File: src/rtl/vend_change_dispenser_if.sv
// vend_change_dispenser_if: purchase request, coin tube status, ejector handshake and status bundle.
interface vend_change_dispenser_if;
  logic       start_i;
  logic [3:0] credit_i;
  logic [3:0] price_i;
  logic       tube1e_empty_i;
  logic       tube50_empty_i;
  logic       coin_ack_i;
  logic       clear_i;
  logic       busy_o;
  logic       vend_o;
  logic       eject1e_o;
  logic       eject50_o;
  logic       done_o;
  logic       fault_o;
  logic [3:0] change_left_o;
  modport slave (
    input  start_i, credit_i, price_i, tube1e_empty_i, tube50_empty_i, coin_ack_i, clear_i,
    output busy_o, vend_o, eject1e_o, eject50_o, done_o, fault_o, change_left_o
  );
  modport master (
    output start_i, credit_i, price_i, tube1e_empty_i, tube50_empty_i, coin_ack_i, clear_i,
    input  busy_o, vend_o, eject1e_o, eject50_o, done_o, fault_o, change_left_o
  );
endinterface

File: src/rtl/vend_change_dispenser.sv
// vend_change_dispenser: vends when credit covers price, then pays change in 1-euro/50-cent coins
// through a four-phase ejector handshake with per-edge timeout.
module vend_change_dispenser #(
  parameter int ACK_TIMEOUT = 200
) (
  input logic                    clk,
  input logic                    rst_n,
  vend_change_dispenser_if.slave vif
);
  typedef enum logic [2:0] {IDLE, CHECK, VEND, PAYOUT, WAIT_ACK, RELEASE, DONE, FAULT} state_t;
  localparam logic [7:0] TO_LAST = 8'(ACK_TIMEOUT - 1);
  state_t     r_state, w_next;
  logic [3:0] r_rem, w_rem, r_price, w_price;
  logic       r_sel, w_sel;
  logic [7:0] r_cnt, w_cnt;
  logic       w_timeout, w_in_hs;
  assign w_timeout = r_cnt == TO_LAST;
  assign w_in_hs   = r_state == WAIT_ACK || r_state == RELEASE;
  // r_rem holds the credit until CHECK turns it into the amount still owed
  always_comb begin
    w_next  = r_state;
    w_rem   = r_rem;
    w_price = r_price;
    w_sel   = r_sel;
    case (r_state)
      IDLE: if (vif.start_i) begin
        w_next  = CHECK;
        w_rem   = vif.credit_i;
        w_price = vif.price_i;
      end
      CHECK: begin
        w_next = (r_rem >= r_price) ? VEND : PAYOUT;
        w_rem  = (r_rem >= r_price) ? r_rem - r_price : r_rem;
      end
      VEND: w_next = PAYOUT;
      PAYOUT: if (r_rem == 4'd0) w_next = DONE;
        else if (!vif.coin_ack_i) begin
          w_sel  = r_rem >= 4'd2 && !vif.tube1e_empty_i;
          w_next = (w_sel || !vif.tube50_empty_i) ? WAIT_ACK : FAULT;
        end
      WAIT_ACK: if (vif.coin_ack_i) begin
        w_next = RELEASE;
        w_rem  = r_rem - (r_sel ? 4'd2 : 4'd1);
      end else if (w_timeout) w_next = FAULT;
      RELEASE: if (!vif.coin_ack_i) w_next = PAYOUT;
        else if (w_timeout) w_next = FAULT;
      DONE: w_next = IDLE;
      FAULT: if (vif.clear_i) begin
        w_next = IDLE;
        w_rem  = 4'd0;
      end
      default: w_next = IDLE;
    endcase
    w_cnt = (w_next != r_state) ? 8'd0 : (w_in_hs ? r_cnt + 8'd1 : r_cnt);
  end
  always_ff @(posedge clk or negedge rst_n)
    if (!rst_n) begin
      r_state <= IDLE;
      r_rem   <= 4'd0;
      r_price <= 4'd0;
      r_sel   <= 1'b0;
      r_cnt   <= 8'd0;
    end else begin
      r_state <= w_next;
      r_rem   <= w_rem;
      r_price <= w_price;
      r_sel   <= w_sel;
      r_cnt   <= w_cnt;
    end
  assign vif.busy_o        = r_state != IDLE;
  assign vif.vend_o        = r_state == VEND;
  assign vif.eject1e_o     = r_state == WAIT_ACK && r_sel;
  assign vif.eject50_o     = r_state == WAIT_ACK && !r_sel;
  assign vif.done_o        = r_state == DONE;
  assign vif.fault_o       = r_state == FAULT;
  assign vif.change_left_o = r_rem;
endmodule
File: src/flat_wrapper.sv
// flat-port wrapper written by rule: the top's interface ports become plain ports
module vend_change_dispenser_flat 
#(
  parameter int ACK_TIMEOUT = 200
)
  (clk, rst_n, vif_start_i, vif_credit_i, vif_price_i, vif_tube1e_empty_i, vif_tube50_empty_i, vif_coin_ack_i, vif_clear_i, vif_busy_o, vif_vend_o, vif_eject1e_o, vif_eject50_o, vif_done_o, vif_fault_o, vif_change_left_o);
  vend_change_dispenser_if vif_i ();
  input logic clk;
  input logic rst_n;
  input wire logic [$bits(vif_i.start_i)-1:0] vif_start_i;
  input wire logic [$bits(vif_i.credit_i)-1:0] vif_credit_i;
  input wire logic [$bits(vif_i.price_i)-1:0] vif_price_i;
  input wire logic [$bits(vif_i.tube1e_empty_i)-1:0] vif_tube1e_empty_i;
  input wire logic [$bits(vif_i.tube50_empty_i)-1:0] vif_tube50_empty_i;
  input wire logic [$bits(vif_i.coin_ack_i)-1:0] vif_coin_ack_i;
  input wire logic [$bits(vif_i.clear_i)-1:0] vif_clear_i;
  output wire logic [$bits(vif_i.busy_o)-1:0] vif_busy_o;
  output wire logic [$bits(vif_i.vend_o)-1:0] vif_vend_o;
  output wire logic [$bits(vif_i.eject1e_o)-1:0] vif_eject1e_o;
  output wire logic [$bits(vif_i.eject50_o)-1:0] vif_eject50_o;
  output wire logic [$bits(vif_i.done_o)-1:0] vif_done_o;
  output wire logic [$bits(vif_i.fault_o)-1:0] vif_fault_o;
  output wire logic [$bits(vif_i.change_left_o)-1:0] vif_change_left_o;
  assign vif_i.start_i = vif_start_i;
  assign vif_i.credit_i = vif_credit_i;
  assign vif_i.price_i = vif_price_i;
  assign vif_i.tube1e_empty_i = vif_tube1e_empty_i;
  assign vif_i.tube50_empty_i = vif_tube50_empty_i;
  assign vif_i.coin_ack_i = vif_coin_ack_i;
  assign vif_i.clear_i = vif_clear_i;
  assign vif_busy_o = vif_i.busy_o;
  assign vif_vend_o = vif_i.vend_o;
  assign vif_eject1e_o = vif_i.eject1e_o;
  assign vif_eject50_o = vif_i.eject50_o;
  assign vif_done_o = vif_i.done_o;
  assign vif_fault_o = vif_i.fault_o;
  assign vif_change_left_o = vif_i.change_left_o;
  vend_change_dispenser #(.ACK_TIMEOUT(ACK_TIMEOUT)) u_core (.clk(clk), .rst_n(rst_n), .vif(vif_i));
endmodule
File: config.mk
export PLATFORM = sky130hd
export DESIGN_NAME = vend_change_dispenser_flat
export DESIGN_NICKNAME = d
export VERILOG_FILES = /design/src/rtl/vend_change_dispenser_if.sv /design/src/rtl/vend_change_dispenser.sv /design/src/flat_wrapper.sv
export SDC_FILE = /design/constraint.sdc
export NUM_CORES = 1
export LEC_CHECK = 0
export ABC_AREA = 0
export CAP_MARGIN = 20
export CORE_MARGIN = 10
export CORE_UTILIZATION = 56
export CTS_BUF_LIST = sky130_fd_sc_hd__clkbuf_2 sky130_fd_sc_hd__clkbuf_4 sky130_fd_sc_hd__clkbuf_8
export CTS_CLUSTER_SIZE = 12
export DETAILED_ROUTE_END_ITERATION = 10
export GPL_ROUTABILITY_DRIVEN = 0
export PLACE_DENSITY = 0.89
export SLEW_MARGIN = 30
export SYNTH_ARGS = -nofsm -noshare
export SYNTH_HDL_FRONTEND = slang
export SYNTH_SLANG_ARGS = --single-unit
File: constraint.sdc
create_clock -name clk -period 2.61 [get_ports clk]
set_input_delay 0.522 -clock clk [delete_from_list [all_inputs] [get_ports clk]]
set_output_delay 0.522 -clock clk [all_outputs]
set_load 0.01 [all_outputs]
==> results of run 1 <==
[final cells by class]
class,instances,area share [%]
tap,31,1.996
timing repair buffer,30,14.68
inverter,12,2.318
clock buffer,4,1.867
sequential,20,25.76
multi-input combinational,133,53.38
[placed cells by master (no fill, tap or decap), types with 2 or more instances in the layout]
master / count
clkdlybuf4s50_1: 24
dfrtp_1: 20
a211oi_1: 14
inv_1: 10
nand2_1: 9
nor2_1: 8
nor3_1: 7
a21oi_1: 7
o21ai_0: 7
ha_1: 7
nand2b_1: 6
buf_4: 6
xnor2_1: 5
nand4_1: 4
o211ai_1: 4
xor2_1: 4
o221ai_1: 3
o22ai_1: 3
and3_1: 3
clkbuf_4: 3
o21bai_1: 2
o31ai_2: 2
o41ai_1: 2
mux2i_1: 2
fa_1: 2
[metal layers]
layer	wire, um	part of all wire (%)	GRT usage [%]	vias to the layer above
met5	0	0	0	-
met4	61	1.4	5.488	0
li1	-	-	-	710
met2	2050	46	24.05	74
met3	460	10	4.521	9
met1	1887	42	22.28	738
[state kept, by name (all words and copies together) (netlist names)]
signal,count
u_core.r_state,3
u_core.vif.change_left_o,4
u_core.r_sel,1
u_core.r_price,4
u_core.r_cnt,8
[cell families (layout without fill, tap and decap cells)]
kind of cell / after synthesis / after routing / share of synthesized area [%]
compound gates: 60 / 60 / 29.06
simple gates: 52 / 52 / 19.42
buf+inv: 21 / 46 / 6.752
flops: 20 / 20 / 30.35
fa+ha+maj: 9 / 9 / 7.739
xor+xnor: 9 / 9 / 4.780
mux: 3 / 3 / 1.897
[power by group]
part	switching (mW)	internal, mW	total [mW]
registers	0.199	0.409	0.608
clock network	0.102	0.0850	0.187
logic	0.850	0.707	1.56
total	1.15	1.20	2.35
[stage by stage]
stage	total power, mW	hold WS (ps)	instance area, um^2	setup WS [ps]
after floorplan	1.696	226.4	1649	504.7
after global placement	2.055	512.3	1907	458.1
after detailed placement	2.124	519.1	1907	370.1
after CTS	2.326	547.6	1943	149.6
after global routing	2.522	569.5	1943	55.13
final	2.351	540.4	1943	112.5
[final timing paths]
check / from / endpoint / slack [ps] / cells after the start
max in group asynchronous: rst_n / u_core.r_price[3] / 1840 / 2
hold / removal: u_core.r_price[0] / u_core.r_price[0] / 540 / 1
setup reg to reg: u_core.vif.change_left_o[0] / u_core.vif.change_left_o[0] / 290 / 8
setup / recovery: u_core.r_state[1] / vif_vend_o / 110 / 3
min in group asynchronous: rst_n / u_core.r_state[2] / 550 / 2
hold reg to reg: u_core.r_price[0] / u_core.r_price[0] / 540 / 1
==> run summary, run 1 <==
status = finished clean
Multi-input gate area = 1037 um^2
gr ovfl total = 0
PostCTS Resize Cnt = 0
Finished Layout Cells = 230
Fill cells = 222
Mapped Nets = 198
Syn Inst Count = 174
Synth area leaders = dfrtp_1 30%, a211oi_1 6.4%, ha_1 5.3%, xnor2_1 2.7%, fa_1 2.4%
ys flop type = dfrtp_1
Reg area = 500.5 um^2
post-synth top area share = 30.35%
die width = 74.27 um
Leakage = 0.7830 nW
First DRT Iteration DRCs = 303
area delta synth->final = 17.83%
DRT Pass-1 Iters = 4
worst min path class = flop to flop
crit share post-route = 95.69%
sequential share of the synthesized area = 30.35%
Worst Tran Pin Value = 539.9 ps
drt wl/cell = 19.39 um
Core Area = 2781 um^2
# setup viols final = 0
Max rail drop VDD = 0.9434 mV
Critical Path Slowest Stage Cell = dfrtp_1
Critical Path Fanout Max = 15
initial antenna violation count = 0
routed vias = 1531
Slew HR = 64.01%
Initial Utilization = 59.29%
WP data arrival = 1980 ps
Clock Tree Buf Depth = 2
vias in the first global route = 1478
CP top delay family = buffers and inverters
most frequent cell after synthesis = dfrtp_1
IO buf count = 24
synthesized area per cell = 9.477 um^2
Pwr Density = 1210 nW/um^2
Max Cap Viol = 0
critical path class = flop to output pin
Post-Syn Area = 1649 um^2
max-slew violation count = 0
crit path cell chain = inv_2 > nor3_1 > clkdlybuf4s50_1
Setup TNS = 0 ps
Util after Layout = 69.86%
layout net count = 224
CTS buffer count = 3
Hold Fails Final Rpt = 0
layout cells sized above 1 = 13.57%
Period minus WS final = 2497 ps
pin count of the biggest net entering global routing = 21
setup repair bufs after CTS = 0
Post-synth top cells = 20 x dfrtp_1, 14 x a211oi_1, 10 x inv_1, 9 x nand2_1, 8 x nor2_1
Overall Global Routing Usage = 16.26%
dpl cells = 226
CP endpoint kind = output pin
RSZ-0062 raised after global routing = false
top cell type by total area after synthesis = dfrtp_1
post-route ant nets = 0
full die area = 5515 um^2
first-pass GRT wire length = 7196 um
CTS tree = built
num ports = 25
antenna cell count = 0
CTS sink cnt = 20
DR vias/cell = 6.657
Hold Buf Count CTS = 0
dpl hpwl = 3226 um
fmax = 400.4 MHz
drt drc = 0
Distinct cells, synth = 60
clk slew on worst S/H paths = 120 ps
startpoint types = flop
Root Buffer = clkbuf_4
Worst-Skew Late Latency = 300 ps
Die Height = 74.27 um
Worst Path Required = 2090 ps
Post-synth ARST share = 100.0%
Fin Clk Skew = 3.516 ps
H-Tree Level Count = 1
Max stage delay on crit path = 700 ps
CP bufs+invs = 2
Post-Route WL = 4460 um
Yosys reg bits = 20
Cell Rows = 19
number of flops mapped to enable cells by yosys = 0
YS warnings = 0
(Power assumes the default switching activity.)
==> run 2, diff against run 1 <==
- CORE_UTILIZATION: 56 -> 50
- PLACE_DENSITY: 0.89 -> 0.82
==> run summary, run 2 (synthesized netlist as in run 1, its figures left out) <==
status = finished clean
first-pass GRT wire length = 7355 um
max-slew violation count = 0
Worst-Skew Late Latency = 310 ps
CP endpoint kind = output pin
post-route ant nets = 0
Overall Global Routing Usage = 14.37%
Pwr Density = 1221 nW/um^2
Initial Utilization = 53.15%
Max Cap Viol = 0
Root Buffer = clkbuf_4
Worst Path Required = 2090 ps
Core Area = 3103 um^2
total power = 2.412 mW
DR vias/cell = 6.193
RSZ-0062 raised after global routing = false
Period minus WS final = 2417 ps
H-Tree Level Count = 1
most frequent cells in the layout = 24 x clkdlybuf4s50_1, 20 x dfrtp_1, 14 x a211oi_1
num ports = 25
Fin Clk Skew = 2.900 ps
routed vias = 1505
drt wl/cell = 17.70 um
critical path class = flop to output pin
dpl hpwl = 3241 um
Post-Route WL = 4301 um
Hold Fails Final Rpt = 0
WP data arrival = 1890 ps
drt drc = 0
PostCTS Resize Cnt = 0
Switch Pwr = 1.145 mW
Sw Share = 47.48%
CTS sink cnt = 20
full die area = 5995 um^2
Setup TNS = 0 ps
IO buf count = 24
Reg power frac = 24.2%
area delta synth->final = 19.80%
Critical Path Fanout Max = 13
layout cells sized above 1 = 13.57%
max FFs per register = 8
power share of the clock group = 11.0%
Die Height = 77.43 um
die width = 77.43 um
CTS tree = built
commonest non-fill, non-tap cell in the layout = clkdlybuf4s50_1
Leakage = 0.7899 nW
crit share post-route = 92.60%
# setup viols final = 0
antenna cell count = 0
pin count of the biggest net entering global routing = 21
Int Power = 1.267 mW
Clock Tree Buf Depth = 2
First DRT Iteration DRCs = 201
worst min path class = input pin to async pin
Slew HR = 65.09%
fmax = 413.8 MHz
vias in the first global route = 1504
startpoint types = flop
Comb power frac = 64.8%
CTS buffer count = 3
gr ovfl total = 0
initial antenna violation count = 0
layout net count = 224
clk slew on worst S/H paths = 130 ps
Cell Rows = 20
Max rail drop VDD = 0.6342 mV
DRT Pass-1 Iters = 4
Largest Register = u_core.r_cnt
setup repair bufs after CTS = 0
Worst Tran Pin Value = 518.2 ps
Hold Buf Count CTS = 0
-- run 2: cell types whose count changed in the layout (fill, tap and decap cells not counted), sizes merged --
cell    delta
bufinv     +1
clkbuf     -1
-- run 2: power groups by stage --
| stage | Sequential [mW] | Clock (mW) | Combinational (mW) |
|---|---|---|---|
| 2_1_floorplan | 0.524 | 0 | 1.17 |
| 3_3_place_gp | 0.581 | 0 | 1.48 |
| 3_5_place_dp | 0.589 | 0 | 1.54 |
| 4_1_cts | 0.583 | 0.264 | 1.55 |
| 5_1_grt | 0.607 | 0.275 | 1.71 |
| 6_report | 0.583 | 0.265 | 1.56 |
-- run 2: worst paths after layout --
| check | startpoint | endpoint | slack, ps | cells past startpoint |
|---|---|---|---|---|
| min in group clk | u_core.r_price[0] | u_core.r_price[0] | 540 | 1 |
| max in group asynchronous | rst_n | u_core.r_cnt[7] | 1850 | 2 |
| worst min register to register | u_core.r_price[0] | u_core.r_price[0] | 540 | 1 |
| worst max-delay path | u_core.r_state[1] | vif_vend_o | 190 | 3 |
| worst max register to register | u_core.vif.change_left_o[0] | u_core.vif.change_left_o[0] | 270 | 8 |
| worst min-delay path | rst_n | u_core.r_sel | 540 | 2 |
-- run 2: worst max-delay path: stages, from the launching register on --
cell and delay (ps):
dfrtp_1 640, inv_2 200, nor3_1 180, clkdlybuf4s50_1 570
-- run 2: cell type report --
cell class | count | area [um^2]
multi-input combinational | 133 | 1037
sequential | 20 | 500.5
timing repair buffer | 30 | 285.3
inverter | 12 | 45.04
clock inverter | 1 | 30.03
clock buffer | 3 | 22.52
tap | 44 | 55.05
fill | 291 | 1127
-- run 2: stage by stage --
stage / utilization (%) / worst slack (ps) / std cells / hold slack, ps / instance area [um^2]
CTS: 63.67 / 189.5 / 243 / 550.2 / 1976
finish: 63.67 / 193.1 / 243 / 540.9 / 1976
floorplan: - / 504.7 / 174 / 226.4 / 1649
global route: 63.67 / 80.38 / 243 / 566.8 / 1976
detailed placement: 61.98 / 333.3 / 239 / 526.1 / 1923
global placement: 61.98 / 449.8 / 239 / 506.1 / 1923
-- run 2: per-layer routing --
metal,GRT usage [%],part of all wire [%]
met1,18.77,46
met2,23.41,46
met3,2.419,6.7
met4,4.745,1.1
met5,0,0
==> run 3, diff against run 2 <==
- CORE_MARGIN: 10 -> 2
==> run summary, run 3 (synthesized netlist as in run 1, its figures left out) <==
CTS sink cnt = 20
Finished Layout Cells = 242
critical path class = flop to output pin
Crit Reg-Reg Startpoint = u_core.vif.change_left_o[0]
WP data arrival = 1920 ps
layout net count = 223
Worst Path Required = 2090 ps
die width = 61.43 um
Worst Tran Pin Value = 478.0 ps
Leakage = 0.7851 nW
layout cells sized above 1 = 13.13%
Slew HR = 68.13%
First DRT Iteration DRCs = 146
Hold Buf Count CTS = 0
Switch Pwr = 1.116 mW
DR vias/cell = 6.227
total power = 2.374 mW
Cell Rows = 20
drt wl/cell = 16.78 um
# setup viols final = 0
Max Cap Viol = 0
Clock Tree Buf Depth = 2
power share of the clock group = 11.0%
Reg power frac = 24.4%
Die Height = 61.43 um
dpl cells = 238
startpoint types = flop
Period minus WS final = 2438 ps
max FFs per register = 8
CTS buffer count = 3
Comb power frac = 64.6%
Core Area = 3103 um^2
CP endpoint kind = output pin
pin count of the biggest net entering global routing = 21
fin area = 1968 um^2
R2R cell count = 8
Placement Setup Slack = 331.1 ps
gr ovfl total = 0
IO buf count = 24
worst min path class = input pin to async pin
Setup TNS = 0 ps
Root Buffer = clkbuf_4
Fill cells = 270
Reg2Reg Capture Point = u_core.vif.change_left_o[0]
reg2reg setup slack = 260 ps
Int Power = 1.259 mW
num ports = 25
max-slew violation count = 0
Fin Clk Skew = 4.202 ps
Worst Setup SP = u_core.r_state[1]
area delta synth->final = 19.35%
Max rail drop VDD = 0.6163 mV
H-Tree Level Count = 1
Util after Layout = 63.43%
placed cell area = 1916 um^2
Hold Fails Final Rpt = 0
Worst-Skew Late Latency = 310 ps
crit share post-route = 93.42%
Pwr Density = 1206 nW/um^2
final setup margin = 171.7 ps
Multi-input gate area = 1037 um^2
first-pass GRT wire length = 6817 um
setup repair bufs after CTS = 0
Post-Route WL = 4061 um
full die area = 3774 um^2
Critical Path Fanout Max = 13
initial antenna violation count = 0
RSZ-0062 raised after global routing = false
Critical Path Sink = vif_vend_o
Overall Global Routing Usage = 24.35%
Reg area = 500.5 um^2
antenna cell count = 0
Initial Utilization = 53.15%
status = finished clean
CTS tree = built
commonest non-fill, non-tap cell in the layout = clkdlybuf4s50_1
Sw Share = 46.99%
most frequent cells in the layout = 24 x clkdlybuf4s50_1, 20 x dfrtp_1, 14 x a211oi_1
PostCTS Resize Cnt = 0
post-route ant nets = 0
routed vias = 1507
Largest Register = u_core.r_cnt
final hold slack = 547.4 ps
DRT Pass-1 Iters = 4
dpl hpwl = 2983 um
vias in the first global route = 1396
fmax = 410.1 MHz
clk slew on worst S/H paths = 130 ps
drt drc = 0
==> run 3: cell count changes in the layout (fill, tap and decap cells not counted), sizes merged <==
cell	delta
buf	-1
==> run 3: worst min path at each step <==
stage	to	slack [ps]	cells past startpoint
floorplan	u_core.r_cnt[0]	230	0
global placement	u_core.r_price[0]	510	1
detailed placement	u_core.r_price[0]	530	1
CTS	u_core.r_state[1]	560	2
global route	u_core.r_state[1]	560	2
finish	u_core.r_state[1]	550	2
==> run 3: critical path: stages (launching register included) <==
cell and delay (ps):
dfrtp_1 660, inv_2 220, nor3_1 170, clkdlybuf4s50_1 560
==> run 3: routing by layer <==
layer | wire length [um] | part of all wire, % | global-route usage [%] | vias up
met3 | 310 | 7.6 | 2.311 | 10
met1 | 1749 | 43 | 34.91 | 722
li1 | - | - | - | 709
met4 | 82 | 2.0 | 7.903 | 0
met5 | 0 | 0 | 0 | -
met2 | 1919 | 47 | 38.91 | 66
==> run 3: area by class of cell <==
| type | count | share of cell area (%) |
|---|---|---|
| clock inverter | 1 | 1.526 |
| sequential | 20 | 25.43 |
| timing repair buffer | 29 | 14.11 |
| clock buffer | 3 | 1.144 |
| tap | 44 | 2.797 |
| inverter | 12 | 2.289 |
| multi-input combinational | 133 | 52.70 |
==> run 3: power by group through the flow <==
stage	registers [mW]	clock network, mW	logic (mW)
2_1_floorplan	0.524	0	1.17
3_3_place_gp	0.581	0	1.46
3_5_place_dp	0.585	0	1.51
4_1_cts	0.578	0.264	1.52
5_1_grt	0.597	0.275	1.69
6_report	0.580	0.260	1.53
